<file path="src/rtl/hack_cpu_pkg.sv">
// Shared types and instruction field positions for the Hack-derived CPU control stage.
package hack_cpu_pkg;

  typedef enum logic [2:0] {
    FETCH  = 3'd0,
    DECODE = 3'd1,
    MREAD  = 3'd2,
    EXEC   = 3'd3,
    MWRITE = 3'd4
  } state_t;

  localparam int CI_BIT  = 15;
  localparam int SEL_HI  = 14;
  localparam int SEL_LO  = 13;
  localparam int A_BIT   = 12;
  localparam int FN_HI   = 14;
  localparam int FN_LO   = 6;
  localparam int DEST_A  = 5;
  localparam int DEST_D  = 4;
  localparam int DEST_M  = 3;
  localparam int JUMP_HI = 2;
  localparam int JUMP_LO = 0;

  localparam logic [1:0] SEL_STD   = 2'b11;
  localparam logic [1:0] SEL_SHIFT = 2'b01;

  // Selectors other than STD/SHIFT decode to a NOP.
  function automatic logic is_alu_op(input logic [15:0] instr);
    return (instr[SEL_HI:SEL_LO] == SEL_STD) || (instr[SEL_HI:SEL_LO] == SEL_SHIFT);
  endfunction

endpackage

</file>
<file path="src/rtl/hack_jump_unit.sv">
// Jump condition evaluation from the j1/j2/j3 bits and the ALU flags.
module hack_jump_unit (
  input  logic [2:0] j,
  input  logic       zr,
  input  logic       ng,
  output logic       take
);

  assign take = (j[2] & ng) | (j[1] & zr) | (j[0] & ~ng & ~zr);

endmodule

</file>
<file path="src/rtl/hack_cpu_control.sv">
// Multi-cycle fetch/decode/execute control with A, D and PC registers around an external ALU.
module hack_cpu_control
  import hack_cpu_pkg::*;
(
  input  logic        clk,
  input  logic        rst_n,
  output logic        imem_req,
  output logic [14:0] imem_addr,
  input  logic [15:0] imem_data,
  input  logic        imem_valid,
  output logic        dmem_rd,
  output logic        dmem_wr,
  output logic [14:0] dmem_addr,
  output logic [15:0] dmem_wdata,
  input  logic [15:0] dmem_rdata,
  input  logic        dmem_ack,
  output logic [15:0] alu_x,
  output logic [15:0] alu_y,
  output logic [8:0]  alu_instr,
  input  logic [15:0] alu_out,
  input  logic        alu_zr,
  input  logic        alu_ng,
  output logic [14:0] pc,
  output logic        retire
);

  state_t      state_reg;
  logic [15:0] instr_reg;
  logic [15:0] a_reg;
  logic [15:0] d_reg;
  logic        jump_take;
  logic        simple_instr;

  hack_jump_unit u_jump (
    .j    (instr_reg[JUMP_HI:JUMP_LO]),
    .zr   (alu_zr),
    .ng   (alu_ng),
    .take (jump_take)
  );

  // A-instructions and NOPs finish in DECODE without touching the ALU.
  assign simple_instr = ~instr_reg[CI_BIT] | ~is_alu_op(instr_reg);
  assign imem_addr    = pc;
  assign retire = ((state_reg == DECODE) & simple_instr) |
                  ((state_reg == EXEC) & ~instr_reg[DEST_M]) |
                  ((state_reg == MWRITE) & dmem_ack);

  // alu_y doubles as the M latch: it is loaded from dmem_rdata on the way into EXEC.
  always_ff @(posedge clk or negedge rst_n) begin
    if (!rst_n) begin
      state_reg  <= FETCH;
      instr_reg  <= '0;
      a_reg      <= '0;
      d_reg      <= '0;
      pc         <= '0;
      imem_req   <= 1'b0;
      dmem_rd    <= 1'b0;
      dmem_wr    <= 1'b0;
      dmem_addr  <= '0;
      dmem_wdata <= '0;
      alu_x      <= '0;
      alu_y      <= '0;
      alu_instr  <= '0;
    end else begin
      case (state_reg)
        FETCH: begin
          imem_req <= 1'b1;
          if (imem_req && imem_valid) begin
            instr_reg <= imem_data;
            imem_req  <= 1'b0;
            state_reg <= DECODE;
          end
        end
        DECODE: begin
          if (simple_instr) begin
            if (!instr_reg[CI_BIT]) a_reg <= {1'b0, instr_reg[14:0]};
            pc        <= pc + 15'd1;
            imem_req  <= 1'b1;
            state_reg <= FETCH;
          end else if (instr_reg[A_BIT]) begin
            dmem_rd   <= 1'b1;
            dmem_addr <= a_reg[14:0];
            state_reg <= MREAD;
          end else begin
            alu_x     <= d_reg;
            alu_y     <= a_reg;
            alu_instr <= instr_reg[FN_HI:FN_LO];
            state_reg <= EXEC;
          end
        end
        MREAD: begin
          if (dmem_ack) begin
            dmem_rd   <= 1'b0;
            alu_x     <= d_reg;
            alu_y     <= dmem_rdata;
            alu_instr <= instr_reg[FN_HI:FN_LO];
            state_reg <= EXEC;
          end
        end
        EXEC: begin
          // Jump target and store address both use A as it was before this writeback.
          if (instr_reg[DEST_A]) a_reg <= alu_out;
          if (instr_reg[DEST_D]) d_reg <= alu_out;
          pc <= jump_take ? a_reg[14:0] : pc + 15'd1;
          if (instr_reg[DEST_M]) begin
            dmem_wr    <= 1'b1;
            dmem_addr  <= a_reg[14:0];
            dmem_wdata <= alu_out;
            state_reg  <= MWRITE;
          end else begin
            imem_req  <= 1'b1;
            state_reg <= FETCH;
          end
        end
        MWRITE: begin
          if (dmem_ack) begin
            dmem_wr   <= 1'b0;
            imem_req  <= 1'b1;
            state_reg <= FETCH;
          end
        end
        default: begin
          state_reg <= FETCH;
        end
      endcase
    end
  end

endmodule

</file>
<file path="config.mk">
export PLATFORM = sky130hd
export DESIGN_NAME = hack_cpu_control
export DESIGN_NICKNAME = d
export VERILOG_FILES = /design/src/rtl/hack_cpu_pkg.sv /design/src/rtl/hack_jump_unit.sv /design/src/rtl/hack_cpu_control.sv
export SDC_FILE = /design/constraint.sdc
export NUM_CORES = 1
export LEC_CHECK = 0
export CORE_ASPECT_RATIO = 1.1
export CORE_MARGIN = 1
export CORE_UTILIZATION = 30
export DETAILED_ROUTE_END_ITERATION = 7
export GPL_TIMING_DRIVEN = 0
export PLACE_DENSITY = 0.64
export SLEW_MARGIN = 20
export SYNTH_ARGS = -nofsm -noshare
export SYNTH_HDL_FRONTEND = slang
export SYNTH_SLANG_ARGS = --single-unit
export TNS_END_PERCENT = 5
</file>
<file path="constraint.sdc">
create_clock -name clk -period 1.8 [get_ports clk]
set_input_delay 0.36 -clock clk [delete_from_list [all_inputs] [get_ports clk]]
set_output_delay 0.36 -clock clk [all_outputs]
set_load 0.05 [all_outputs]
</file>
Word level (Yosys, flattened, before mapping)
Cells that the tools add are included.
- output and inout port bits: 106
- input port bits: 54
- word-level logic and storage cells: 107
- register bits after elaboration: 141
- bitwise operators: 17
- eq/ne operators: 17
- multiplexer cells: 41
- add/subtract/negate cells: 1
- reduce and logical (&&, ||, !) cells: 18
- operator list (cell ; number):
    2-to-1 mux 16 bit ; 9
    case mux 16 bit (2 select lines) ; 3
    2-to-1 mux 15 bit ; 5
    case mux 15 bit (2 select lines) ; 2
    2-to-1 mux 9 bit ; 3
    inequality test 2 bit (second input constant) ; 11
    AND reduction 4 bit ; 5
    case mux 9 bit (2 select lines) ; 1
    adder 15 x 1 -> 15 bit (second input constant) ; 1
    case mux 3 bit (5 select lines) ; 1
    2-to-1 mux 3 bit ; 4
    2-to-1 mux 1 bit ; 9
    AND reduction 2 bit ; 4
    bitwise AND 1 bit ; 7
    == test 3 x 2 -> 1 bit (second input constant) ; 2
    AND reduction 3 bit ; 2
    nonzero test 2 bit ; 3
    NOT 1 bit ; 5
    OR 1 bit ; 5
    case mux 1 bit (2 select lines) ; 2
    case mux 1 bit (4 select lines) ; 1
    nonzero test 4 bit ; 1
    == test 3 x 1 -> 1 bit (second input constant) ; 1
    == test 3 bit (second input constant) ; 1
    other kinds (6) ; 6

Logic depth before layout (Yosys ltp)
Gate-level depths: netlist (run 1).
- depth in word-level cells: 7
- gate-level depth with buffers: 7
- gate-level depth less buffers: 5

By module
Synthesis (run 1) repeated with hierarchy kept, for this count alone.
- cells, all modules: 475
- area total of the unflattened synthesis: 6239.7 um^2
- modules (own cells, without submodules) (module ; area an instance (um^2) ; seq. area each (um^2) ; instances ; cells each):
    hack_cpu_control ; 6222.2 ; 3528.4 ; 1 ; 473
    hack_jump_unit ; 17.5 ; 0.0 ; 1 ; 2

Worst setup path before layout (run 1)
OpenSTA, ideal clock, no wires.
- path kind: flip-flop to flip-flop
- start point: reg pc[0] (netlist: imem_addr[0])
- end point: reg pc[14] (netlist: imem_addr[14])
- cell stages (with the launch flop): 6
- arrival: 2.184 ns
- slack: -0.506 ns
- path buffers: 0
- data required time: 1.677 ns
- library setup time: 0.123 ns
- period minus slack after synthesis: 2.306 ns
- cells stage by stage: dfrtp_1 ha_1 nand3_4 or4_1 or4b_1 o221a_2
- cells in the longest elaborated chain, start to end: 3
- elaborated cells between the ends (all ways): 4
- classes of those cells: add/sub (1); mux (3)
- ends and longest elaborated chain (element ; RTL line ; RTL):
    from (decl) ; hack_cpu_control.sv:23 ; output logic [14:0] pc,
    from (signal assigned) ; hack_cpu_control.sv:77 ; pc <= pc + 15'd1;
    from (signal assigned) ; hack_cpu_control.sv:104 ; pc <= jump_take ? a_reg[14:0] : pc + 15'd1;
    adder 15 x 1 -> 15 bit * ; hack_cpu_control.sv:77, hack_cpu_control.sv:104 ;
    2-to-1 mux 15 bit, on equally long branches ; hack_cpu_control.sv:104, hack_cpu_control.sv:75 ;
    case mux 15 bit (2 select lines) * ; hack_cpu_control.sv:65 ; case (state_reg)
Every way passes the cells marked *; elsewhere a longest branch is shown, timed or not. The select of a mux whose other input is x is not followed.
A chain may end at the register's enable or synchronous reset.

Worst setup path after layout (run 1)
- start point: reg state_reg[2]
- end point: reg alu_x[8]
- cells in the longest elaborated chain, start to end: 3
- elaborated cells between the ends (all ways): 8
- classes of those cells: eq/ne (5); mux (1); reduce/logical (2)
- ends and longest elaborated chain (element ; RTL line ; RTL):
    from (decl) ; hack_cpu_control.sv:27 ; state_t state_reg;
    from (signal assigned) ; hack_cpu_control.sv:51 ; state_reg <= FETCH;
    from (signal assigned) ; hack_cpu_control.sv:71 ; state_reg <= DECODE;
    from (signal assigned) ; hack_cpu_control.sv:79 ; state_reg <= FETCH;
    == test 3 x 1 -> 1 bit / == test 3 x 2 -> 1 bit (equally long branches) ; hack_cpu_control.sv:65 ;
    inequality test 2 bit (no source line) / nonzero test 2 bit (equally long branches) ; -- ;
    AND reduction 4 bit (no source line) ; -- ;
    to (signal assigned) ; hack_cpu_control.sv:85 ; alu_x <= d_reg;
    to (signal assigned) ; hack_cpu_control.sv:94 ; alu_x <= d_reg;
    to (decl) ; hack_cpu_control.sv:17 ; output logic [15:0] alu_x,
Several ways; a longest one is shown, not always the timed one.

==> run_results.csv, run 1 <==
group,metric,value,unit
outcome,run_status,"finished, violations left",
outcome,violations,"setup timing",
min_path,hp-class,"in -> reg",
synth,yosys_most_used_dff,"sky130_fd_sc_hd__dfrtp_1",
route,detail_route.wirelength,17100,um
floorplan,initial_core_util,0.305,
synth,post-synth-top-area-fraction,0.564,
synth,async_flop_share,1.00,
pwr,power,19.0,mW
timing,timing.final.hold_violations,0,
synth,synth_warnings,0,
place,port-buffer-count,159,
clocking,cts.sink_count,141,
floorplan,floorplan.die.width,140,um
timing,fin_worst_skew,0.00796,ns
timing,unrepaired_setup_endpoints_after_global_routing,"true",
clocking,insertion_delay,0.42,ns
place,routabilityCongestion,0.834,
timing,worst_hold_slack,0.428,ns
setup_path,crit_path_dat,2.22,ns
timing,post-route-worst-setup-slack,-0.125,ns
route,vias,4633,
clocking,max-clock-path-buffers,2,
synth,synth-seq-area-share,0.564,
route,dr.pass1.iters,5,
setup_path,setup.worst_path.end_class,"flip-flop",
timing,fin_crit,1.93,ns
cells_and_area,design.final.nets,735,
synth,post_synthesis_instance_area,0.00626,sq mm
job,drv.max_cap_violation_count,0,
setup_path,start_kind,"flip-flop",
setup_path,timing.critical_path.required,2.09,ns
synth,postSynthNetCount,539,
synth,synth_top_area_cell,"sky130_fd_sc_hd__dfrtp_1",
route,remaining_drc_errors,0,
pwr,cellLeakagePower,4.09,nW
global_routing,grt.overflow.total,0,
setup_path,r2r-end,"alu_x[8]$_DFFE_PN0P_",
cells_and_area,fraction_of_final_layout_cells_sized_beyond_drive_strength_1,0.260,
route,final_antenna_net_count,0,
floorplan,die_y_extent,154,um
clocking,clk_root_buffer_cell,"sky130_fd_sc_hd__clkbuf_16",
route,first_iter_violations,329,
synth,netlist_top_cells_count,"sky130_fd_sc_hd__dfrtp_1 (141), sky130_fd_sc_hd__mux2_1 (81), sky130_fd_sc_hd__mux2_2 (38)",
setup_path,cp_max_fo,10,
timing,timing.setup.tns,-5.10,ns
timing,report.final.setup_viol,56,
clocking,cts.reportedPaths.clkPinSlew,0.06,ns
clocking,numCtsBuffers,17,
cells_and_area,final_core_utilization,0.442,
timing,maxSlewHeadroom,0.629,
floorplan,core_area,0.0205,sq mm
global_routing,grt_start_max_net_pins,73,
floorplan,fp-row-count,55,
timing,worst_slew_pin_slew,0.557,ns
synth,avgSynthCellArea,12.9,sq um
synth,synth_edf_count,0,
floorplan,fp.dieArea,0.0214,sq mm
synth,netlist-cell-type-count,48,
global_routing,grt_use_total,0.168,
cells_and_area,fill_cells,1909,
setup_path,critPathLaunch,"state_reg[2]$_DFFE_PN0P_",
global_routing,first_pass_grt_wire_length,27200,um
global_routing,antenna_found_initial,0,
clocking,htree_num_levels,4,
global_routing,number_of_global_route_vias_before_repair,4812,
floorplan,ioPinCount,160,
setup_path,reg2regPathDepth,7,
timing,share_of_the_clock_period_used_by_the_worst_path_after_layout,1.07,
synth,yosys.cell_count.top_type,"sky130_fd_sc_hd__dfrtp_1",
setup_path,criticalPathCategory,"reg -> reg",
synth,synthesis.instances,484,
cells_and_area,antenna_cells,0,
setup_path,setup.worst_path.end,"alu_x[8]$_DFFE_PN0P_",
synth,count_of_state_elements_after_synthesis,141,
setup_path,r2r_start,"state_reg[2]$_DFFE_PN0P_",
pwr,peakVddDrop,0.000918,V
setup_path,r2r_slack,-0.13,ns
place,dp_slack,-0.683,ns
timing,final-max-slew-violation-count,0,
cells_and_area,area_growth_syn_to_layout,44.7,%
route,post_drt_wl_per_cell,18.0,um
timing,fmaxAchievable,0.519,GHz
place,dp.final_hpwl,12300,um
pwr,pwr_density_cell,2100,mW/mm^2
synth,post_synth_main_area_contributors,"sky130_fd_sc_hd__dfrtp_1 (56%), sky130_fd_sc_hd__mux2_1 (15%), sky130_fd_sc_hd__mux2_2 (6.8%)",
route,detail_route.vias_per_cell,4.88,
clocking,cts_tree,"done",
==> per-stage QoR <==
step	std cells	cell area, sq um
2_1_floorplan	484	6290
3_3_place_gp	899	8200
3_5_place_dp	900	8240
4_1_cts	942	8940
5_1_grt	949	9060
6_report	949	9060
==> power by group <==
| group | switching [mW] | internal, mW | leakage (nW) |
|---|---|---|---|
| sequential | 1.22 | 4.72 | 1.68 |
| clock | 1.34 | 2.07 | 0.281 |
| combinational | 6.24 | 3.41 | 2.13 |
==> how the worst min path moves through the flow <==
stage | from | endpoint | slack, ns | cells after the start
after global routing | dmem_ack | dmem_wr$_DFFE_PN0P_ | 0.43 | 4
after detailed placement | rst_n | dmem_addr[9]$_DFFE_PN0P_ | 0.37 | 1
after global placement | alu_y[14]$_DFFE_PN0P_ | alu_y[14]$_DFFE_PN0P_ | 0.47 | 1
after floorplan | rst_n | a_reg[0]$_DFFE_PN0P_ | 0.06 | 0
final | dmem_ack | dmem_wr$_DFFE_PN0P_ | 0.43 | 4
after CTS | alu_y[6]$_DFFE_PN0P_ | alu_y[6]$_DFFE_PN0P_ | 0.48 | 1
==> logic make-up (layout without fill, tap and decap cells) <==
group                      after synthesis  count (layout)  share of synthesized area
xor gates and xnor gates                 1               1                    0.00140
and+or+nand+nor                         89              89                     0.0752
muxes                                  141             141                      0.249
adders and majority gates                1               1                    0.00200
DFF                                    141             141                      0.564
buffers and inverters                   49             258                     0.0436
AOI/OAI and AO/OA                       62              62                     0.0650
==> critical path, cell delays in order (launching register included) <==
cell and delay (ns):
sky130_fd_sc_hd__dfrtp_2 0.44, sky130_fd_sc_hd__buf_4 0.16, sky130_fd_sc_hd__nor3b_4 0.24, sky130_fd_sc_hd__nand2_2 0.12, sky130_fd_sc_hd__a21boi_4 0.19, sky130_fd_sc_hd__buf_4 0.16, sky130_fd_sc_hd__buf_8 0.15, sky130_fd_sc_hd__mux2_1 0.33
==> placed cells by master (no fill, tap or decap), types with 4 or more instances in the layout <==
| cell | instances |
|---|---|
| sky130_fd_sc_hd__inv_1 | 6 |
| sky130_fd_sc_hd__buf_6 | 8 |
| sky130_fd_sc_hd__clkbuf_1 | 5 |
| sky130_fd_sc_hd__clkbuf_2 | 5 |
| sky130_fd_sc_hd__o21ai_0 | 5 |
| sky130_fd_sc_hd__dfrtp_2 | 12 |
| sky130_fd_sc_hd__clkinv_2 | 5 |
| sky130_fd_sc_hd__nand3_1 | 8 |
| sky130_fd_sc_hd__nor4_1 | 5 |
| sky130_fd_sc_hd__nor3_1 | 4 |
| sky130_fd_sc_hd__a21oi_1 | 9 |
| sky130_fd_sc_hd__mux2_1 | 81 |
| sky130_fd_sc_hd__dlygate4sd2_1 | 83 |
| sky130_fd_sc_hd__nand2_2 | 5 |
| sky130_fd_sc_hd__nand2_1 | 28 |
| sky130_fd_sc_hd__dfrtp_1 | 129 |
| sky130_fd_sc_hd__mux2i_1 | 22 |
| sky130_fd_sc_hd__buf_4 | 46 |
| sky130_fd_sc_hd__clkbuf_16 | 17 |
| sky130_fd_sc_hd__nand4_1 | 4 |
| sky130_fd_sc_hd__clkdlybuf4s50_1 | 51 |
| sky130_fd_sc_hd__nor2_1 | 8 |
| sky130_fd_sc_hd__buf_8 | 7 |
| sky130_fd_sc_hd__mux2_2 | 38 |
| sky130_fd_sc_hd__o21ai_1 | 19 |
==> layout make-up <==
class / instances / area (sq um) / area share
buffer: 42 / 393 / 0.0434
clock buffer: 21 / 450 / 0.0497
multi-input combinational: 294 / 2570 / 0.284
clock inverter: 11 / 119 / 0.0131
sequential: 141 / 3540 / 0.391
tap: 256 / 320 / 0.0354
timing repair buffer: 178 / 1640 / 0.181
inverter: 6 / 22.5 / 0.00249
==> repair_timing <==
action,in CTS,in global routing
setup buffers,8,7
endpoints found under the hold margin,71,0
setup endpoints to repair,230,100
pin swaps,5,2
hold buffers,1,0
gates resized for setup,188,30
gates cloned,2,0
==> per-layer routing <==
metal  vias to the layer above  track usage  part of all wire
met1                      2318        0.208              0.43
met5                         -            0                 0
li1                       2137            -                 -
met2                       162        0.285              0.50
met4                         0       0.0508             0.012
met3                        16       0.0452             0.057
No activity file was read; power rests on OpenSTA's default activity.
==> run 2: changes to the inputs <==
PLACE_DENSITY = unset   (was 0.64)
==> run_results.csv, run 2 (synthesis results as in run 1) <==
group,metric,value,unit
outcome,run_status,"finished, violations left",
outcome,violations,"setup timing",
route,vias,4753,
route,detail_route.vias_per_cell,4.91,
min_path,hp-class,"in -> reg",
setup_path,crit_path_dat,2.26,ns
pwr,cellLeakagePower,4.33,nW
setup_path,reg2regPathDepth,8,
global_routing,grt_start_max_net_pins,75,
clocking,clk_root_buffer_cell,"sky130_fd_sc_hd__clkbuf_16",
pwr,pwr_density_cell,2140,mW/mm^2
clocking,cts.sink_count,141,
cells_and_area,final_core_utilization,0.463,
route,post_drt_wl_per_cell,18.9,um
setup_path,r2r-end,"alu_y[15]$_DFFE_PN0P_",
timing,fin_crit,1.96,ns
cells_and_area,mostFrequentLayoutCell,"sky130_fd_sc_hd__dfrtp_1",
route,first_iter_violations,302,
min_path,worstHoldEndpoint,"state_reg[2]$_DFFE_PN0P_",
route,dr.pass1.iters,4,
timing,worst_slew_pin_slew,0.597,ns
global_routing,antenna_found_initial,1,
place,dp.final_hpwl,12400,um
clocking,cts.reportedPaths.clkPinSlew,0.06,ns
clocking,max-clock-path-buffers,2,
route,final_antenna_net_count,0,
cells_and_area,finalNonFillerCells,969,
timing,post-route-worst-setup-slack,-0.159,ns
timing,fmaxAchievable,0.510,GHz
timing,maxSlewHeadroom,0.602,
min_path,hold_depth,3,
timing,timing.final.hold_violations,0,
floorplan,floorplan.die.width,140,um
cells_and_area,most-common-layout-cells,"sky130_fd_sc_hd__dfrtp_1 (129), sky130_fd_sc_hd__dlygate4sd2_1 (79), sky130_fd_sc_hd__buf_4 (62)",
floorplan,core_area,0.0205,sq mm
setup_path,criticalPathCategory,"reg -> reg",
route,detail_route.wirelength,18300,um
global_routing,grt.overflow.total,0,
setup_path,r2r_start,"state_reg[2]$_DFFE_PN0P_",
global_routing,first_pass_grt_wire_length,28400,um
place,routabilityCongestion,0.834,
clocking,numCtsBuffers,17,
timing,worst_hold_slack,0.440,ns
job,drv.max_cap_violation_count,0,
timing,unrepaired_setup_endpoints_after_global_routing,"true",
setup_path,setup.worst_path.end_class,"flip-flop",
cells_and_area,area_growth_syn_to_layout,51.7,%
timing,report.final.setup_viol,64,
cells_and_area,design.final.nets,754,
route,remaining_drc_errors,0,
floorplan,die_y_extent,154,um
pwr,peakVddDrop,0.000966,V
timing,share_of_the_clock_period_used_by_the_worst_path_after_layout,1.09,
setup_path,r2r_slack,-0.16,ns
place,placedCellCount,900,
floorplan,initial_core_util,0.305,
pwr,power,20.3,mW
global_routing,grt_use_total,0.173,
timing,final-max-slew-violation-count,0,
global_routing,number_of_global_route_vias_before_repair,4861,
floorplan,fp.dieArea,0.0214,sq mm
setup_path,start_kind,"flip-flop",
setup_path,cp_max_fo,7,
min_path,worst_hold_startpoint,"dmem_ack",
place,dp_slack,-0.675,ns
clocking,cts_tree,"done",
setup_path,timing.critical_path.required,2.10,ns
timing,fin_worst_skew,0.00931,ns
cells_and_area,fraction_of_final_layout_cells_sized_beyond_drive_strength_1,0.341,
clocking,htree_num_levels,4,
place,port-buffer-count,159,
floorplan,fp-row-count,55,
clocking,insertion_delay,0.42,ns
floorplan,ioPinCount,160,
==> run 2: routing by layer <==
metal / GRT usage / wire length [um] / vias to the layer above / part of all wire
li1: - / - / 2173 / -
met1: 0.227 / 7950 / 2380 / 0.44
met2: 0.280 / 8840 / 178 / 0.48
met3: 0.0448 / 1170 / 22 / 0.064
met4: 0.0555 / 319 / 0 / 0.017
met5: 0 / 0 / - / 0
==> run 2: per-stage QoR <==
stage	area (sq um)	setup TNS, ns
6_report	9490	-7.10
5_1_grt	9490	-11.26
4_1_cts	9210	-1.59
3_5_place_dp	8240	-34.06
3_3_place_gp	8200	-777.87
2_1_floorplan	6290	-1.69
==> run 2: timing repair <==
| action | 4_1_cts | 5_1_grt |
|---|---|---|
| buffers inserted | 12 | 22 |
| gates cloned | 2 | 2 |
| hold buffers | 1 | 0 |
| pin swaps | 6 | 5 |
| endpoints found under the setup margin | 225 | 101 |
| gates resized for setup | 227 | 57 |
| hold endpoints to repair | 73 | 0 |
==> run 2: cell type report <==
| class | count | area (sq um) |
|---|---|---|
| antenna | 1 | 2.50 |
| buffer | 42 | 409 |
| clock buffer | 19 | 443 |
| clock inverter | 13 | 188 |
| fill | 1880 | 11000 |
| inverter | 6 | 22.5 |
| multi-input combinational | 294 | 2750 |
| sequential | 141 | 3540 |
| tap | 256 | 320 |
| timing repair buffer | 197 | 1810 |
==> run 2: how the worst max path moves through the flow <==
stage / start / endpoint / slack, ns / depth (start not counted)
2_1_floorplan: imem_addr[11]$_DFFE_PN0P_ / imem_addr[14]$_DFFE_PN0P_ / -0.21 / 4
3_3_place_gp: rst_n / imem_addr[2]$_DFFE_PN0P_ / -5.80 / 1
3_5_place_dp: dmem_ack / retire / -0.68 / 6
4_1_cts: state_reg[2]$_DFFE_PN0P_ / retire / -0.25 / 5
5_1_grt: state_reg[2]$_DFFE_PN0P_ / alu_instr[4]$_DFFE_PN0P_ / -0.19 / 8
6_report: state_reg[2]$_DFFE_PN0P_ / alu_y[15]$_DFFE_PN0P_ / -0.16 / 8
==> run 2: power breakdown <==
| group | leakage [nW] | switching, mW | internal [mW] |
|---|---|---|---|
| Clock | 0.300 | 1.38 | 2.37 |
| Combinational | 2.35 | 6.49 | 4.10 |
| Sequential | 1.68 | 1.23 | 4.72 |
==> run 2: worst max-delay path, cell delays in order (launching register included) <==
cell                        delay (ns)
sky130_fd_sc_hd__dfrtp_2          0.45
sky130_fd_sc_hd__buf_4            0.16
sky130_fd_sc_hd__nor3b_4          0.23
sky130_fd_sc_hd__buf_4            0.16
sky130_fd_sc_hd__nand2_2          0.06
sky130_fd_sc_hd__a21boi_4         0.17
sky130_fd_sc_hd__buf_8            0.15
sky130_fd_sc_hd__clkbuf_16        0.16
sky130_fd_sc_hd__mux2_4           0.29
==> run 3: changes to the inputs <==
ABC_AREA = 1   (was unset)
==> run_results.csv, run 3 <==
group,metric,value,unit
timing,final-max-slew-violation-count,0,
timing,fin_worst_skew,0.0181,ns
clocking,cts.reportedPaths.clkPinSlew,0.06,ns
setup_path,start_kind,"flip-flop",
timing,maxSlewHeadroom,0.622,
route,detail_route.vias_per_cell,4.45,
global_routing,first_pass_grt_wire_length,30600,um
synth,netlist-cell-type-count,30,
route,final_antenna_net_count,0,
route,first_iter_violations,292,
synth,async_flop_share,1.00,
pwr,pwr_density_cell,2150,mW/mm^2
outcome,run_status,"finished, violations left",
clocking,cts_tree,"done",
outcome,violations,"setup timing",
pwr,peakVddDrop,0.00107,V
synth,synth_edf_count,0,
synth,post_synth_main_area_contributors,"sky130_fd_sc_hd__dfrtp_1 (54%), sky130_fd_sc_hd__nand2_1 (15%), sky130_fd_sc_hd__o21ai_0 (5.6%)",
floorplan,ioPinCount,160,
timing,post-route-worst-setup-slack,-0.0906,ns
global_routing,grt_start_max_net_pins,82,
clocking,numCtsBuffers,17,
global_routing,number_of_global_route_vias_before_repair,5705,
timing,timing.setup.tns,-0.0906,ns
place,routabilityCongestion,0.783,
synth,post_synthesis_instance_area,0.00657,sq mm
synth,yosys.cell_count.top_type,"sky130_fd_sc_hd__nand2_1",
cells_and_area,antenna_cells,0,
timing,worst_slew_pin_slew,0.569,ns
setup_path,timing.critical_path.required,1.44,ns
place,dp.final_hpwl,14400,um
global_routing,grt.overflow.total,0,
floorplan,core_area,0.0214,sq mm
route,remaining_drc_errors,0,
clocking,insertion_delay,0.43,ns
min_path,hp-class,"in -> async",
timing,unrepaired_setup_endpoints_after_global_routing,"true",
global_routing,globalRouteMet3Util,0.0575,
place,port-buffer-count,159,
cells_and_area,most-common-layout-cells,"sky130_fd_sc_hd__nand2_1 (257), sky130_fd_sc_hd__dfrtp_1 (135), sky130_fd_sc_hd__inv_1 (77)",
setup_path,cp_max_fo,5,
floorplan,fp.dieArea,0.0225,sq mm
route,post_drt_wl_per_cell,15.0,um
synth,synth_top_area_cell,"sky130_fd_sc_hd__dfrtp_1",
clocking,max-clock-path-buffers,2,
synth,synth-seq-area-share,0.537,
timing,worst_hold_slack,0.466,ns
pwr,cellLeakagePower,4.69,nW
global_routing,antenna_found_initial,0,
route,detail_route.wirelength,19200,um
place,dp_slack,-0.586,ns
synth,avgSynthCellArea,8.36,sq um
setup_path,crit_path_dat,1.53,ns
route,vias,5692,
timing,report.final.setup_viol,1,
synth,yosys_most_used_dff,"sky130_fd_sc_hd__dfrtp_1",
global_routing,groute.layer.met1.usage,0.233,
floorplan,fp-row-count,56,
synth,synthesis.instances,786,
job,drv.max_cap_violation_count,0,
cells_and_area,final_area,0.00916,sq mm
synth,count_of_state_elements_after_synthesis,141,
pwr,power,19.7,mW
floorplan,floorplan.die.width,143,um
place,post_detailed_placement_cell_area,0.00857,sq mm
synth,postSynthNetCount,841,
setup_path,criticalPathCategory,"reg -> out",
synth,post-synth-top-area-fraction,0.537,
cells_and_area,design.final.nets,1030,
setup_path,setup.worst_path.end_class,"output pin",
synth,netlist_top_cells_count,"sky130_fd_sc_hd__nand2_1 (258), sky130_fd_sc_hd__dfrtp_1 (141), sky130_fd_sc_hd__inv_1 (77)",
timing,share_of_the_clock_period_used_by_the_worst_path_after_layout,1.05,
global_routing,grt_use_total,0.180,
cells_and_area,area_growth_syn_to_layout,39.3,%
synth,synth_warnings,0,
route,dr.pass1.iters,5,
clocking,clk_root_buffer_cell,"sky130_fd_sc_hd__clkbuf_16",
floorplan,die_y_extent,157,um
clocking,cts.sink_count,141,
global_routing,most_heavily_used_metal_layer_in_global_routing,"met2",
clocking,htree_num_levels,4,
timing,timing.final.hold_violations,0,
global_routing,grt_use_met2,0.284,
floorplan,initial_core_util,0.307,
cells_and_area,fraction_of_final_layout_cells_sized_beyond_drive_strength_1,0.168,
cells_and_area,mostFrequentLayoutCell,"sky130_fd_sc_hd__nand2_1",
timing,fmaxAchievable,0.529,GHz
timing,fin_crit,1.89,ns
## run 3: where the power goes
group	total, mW	leakage, nW	internal [mW]	switching, mW
clock network	3.61	0.295	2.23	1.39
registers	5.71	1.71	4.64	1.07
logic	10.4	2.69	3.09	7.30
## run 3: cell type report
class                           instances  area (sq um)
Inverter                               82           312
Tap cell                              290           363
Clock buffer                           20           447
Timing Repair Buffer                  171          1570
Buffer                                 49           352
Multi-Input combinational cell        513          2420
Sequential cell                       141          3540
Fill cell                            2234         12300
Clock inverter                         12           160
## run 3: worst paths after layout
check	from	end	slack, ns	cells past startpoint
max reg2reg	state_reg[2]$_DFFE_PN0P_	dmem_addr[9]$_DFFE_PN0P_	0.07	11
max in group asynchronous	rst_n	instr_reg[5]$_DFFE_PN0P_	0.59	3
max	state_reg[2]$_DFFE_PN0P_	retire	-0.09	5
min	rst_n	alu_y[10]$_DFFE_PN0P_	0.47	2
min in group clk	a_reg[1]$_DFFE_PN0P_	a_reg[1]$_DFFE_PN0P_	0.47	2
min reg2reg	a_reg[1]$_DFFE_PN0P_	a_reg[1]$_DFFE_PN0P_	0.47	2
## run 3: metrics by stage
stage,cells,util
4_1_cts,1268,0.423
6_report,1278,0.427
2_1_floorplan,786,-
5_1_grt,1278,0.427
3_5_place_dp,1236,0.400
3_3_place_gp,1235,0.398
## run 3: per-layer routing
| metal | up-vias | routed length (um) |
|---|---|---|
| met2 | 154 | 8820 |
| met3 | 22 | 1410 |
| met4 | 0 | 325 |
| met5 | - | 0 |
| met1 | 2656 | 8670 |
| li1 | 2860 | - |
## run 3: logic make-up (layout without fill, tap and decap cells)
| kind of cell | count (synthesis) | in the layout | synth area share |
|---|---|---|---|
| AND/OR/NAND/NOR | 370 | 370 | 0.238 |
| flip-flops | 141 | 141 | 0.537 |
| AO/OA/AOI/OAI | 138 | 138 | 0.119 |
| buffers and inverters | 132 | 334 | 0.0995 |
| XOR/XNOR | 4 | 4 | 0.00533 |
| adder cells (fa/ha/maj) | 1 | 1 | 0.00190 |
## run 3: repair_timing
action,4_1_cts,5_1_grt
hold endpoints to repair,60,0
gates resized for setup,147,38
hold buffers,1,0
pin swaps,0,1
setup buffers,0,10
gates cloned,0,0
setup endpoints to repair,106,38
## run 3: critical path, cell delays in order (launching register included)
cell and delay (ns):
sky130_fd_sc_hd__dfrtp_1 0.43, sky130_fd_sc_hd__inv_4 0.10, sky130_fd_sc_hd__buf_4 0.12, sky130_fd_sc_hd__nand3_4 0.08, sky130_fd_sc_hd__o221ai_2 0.19, sky130_fd_sc_hd__buf_6 0.19
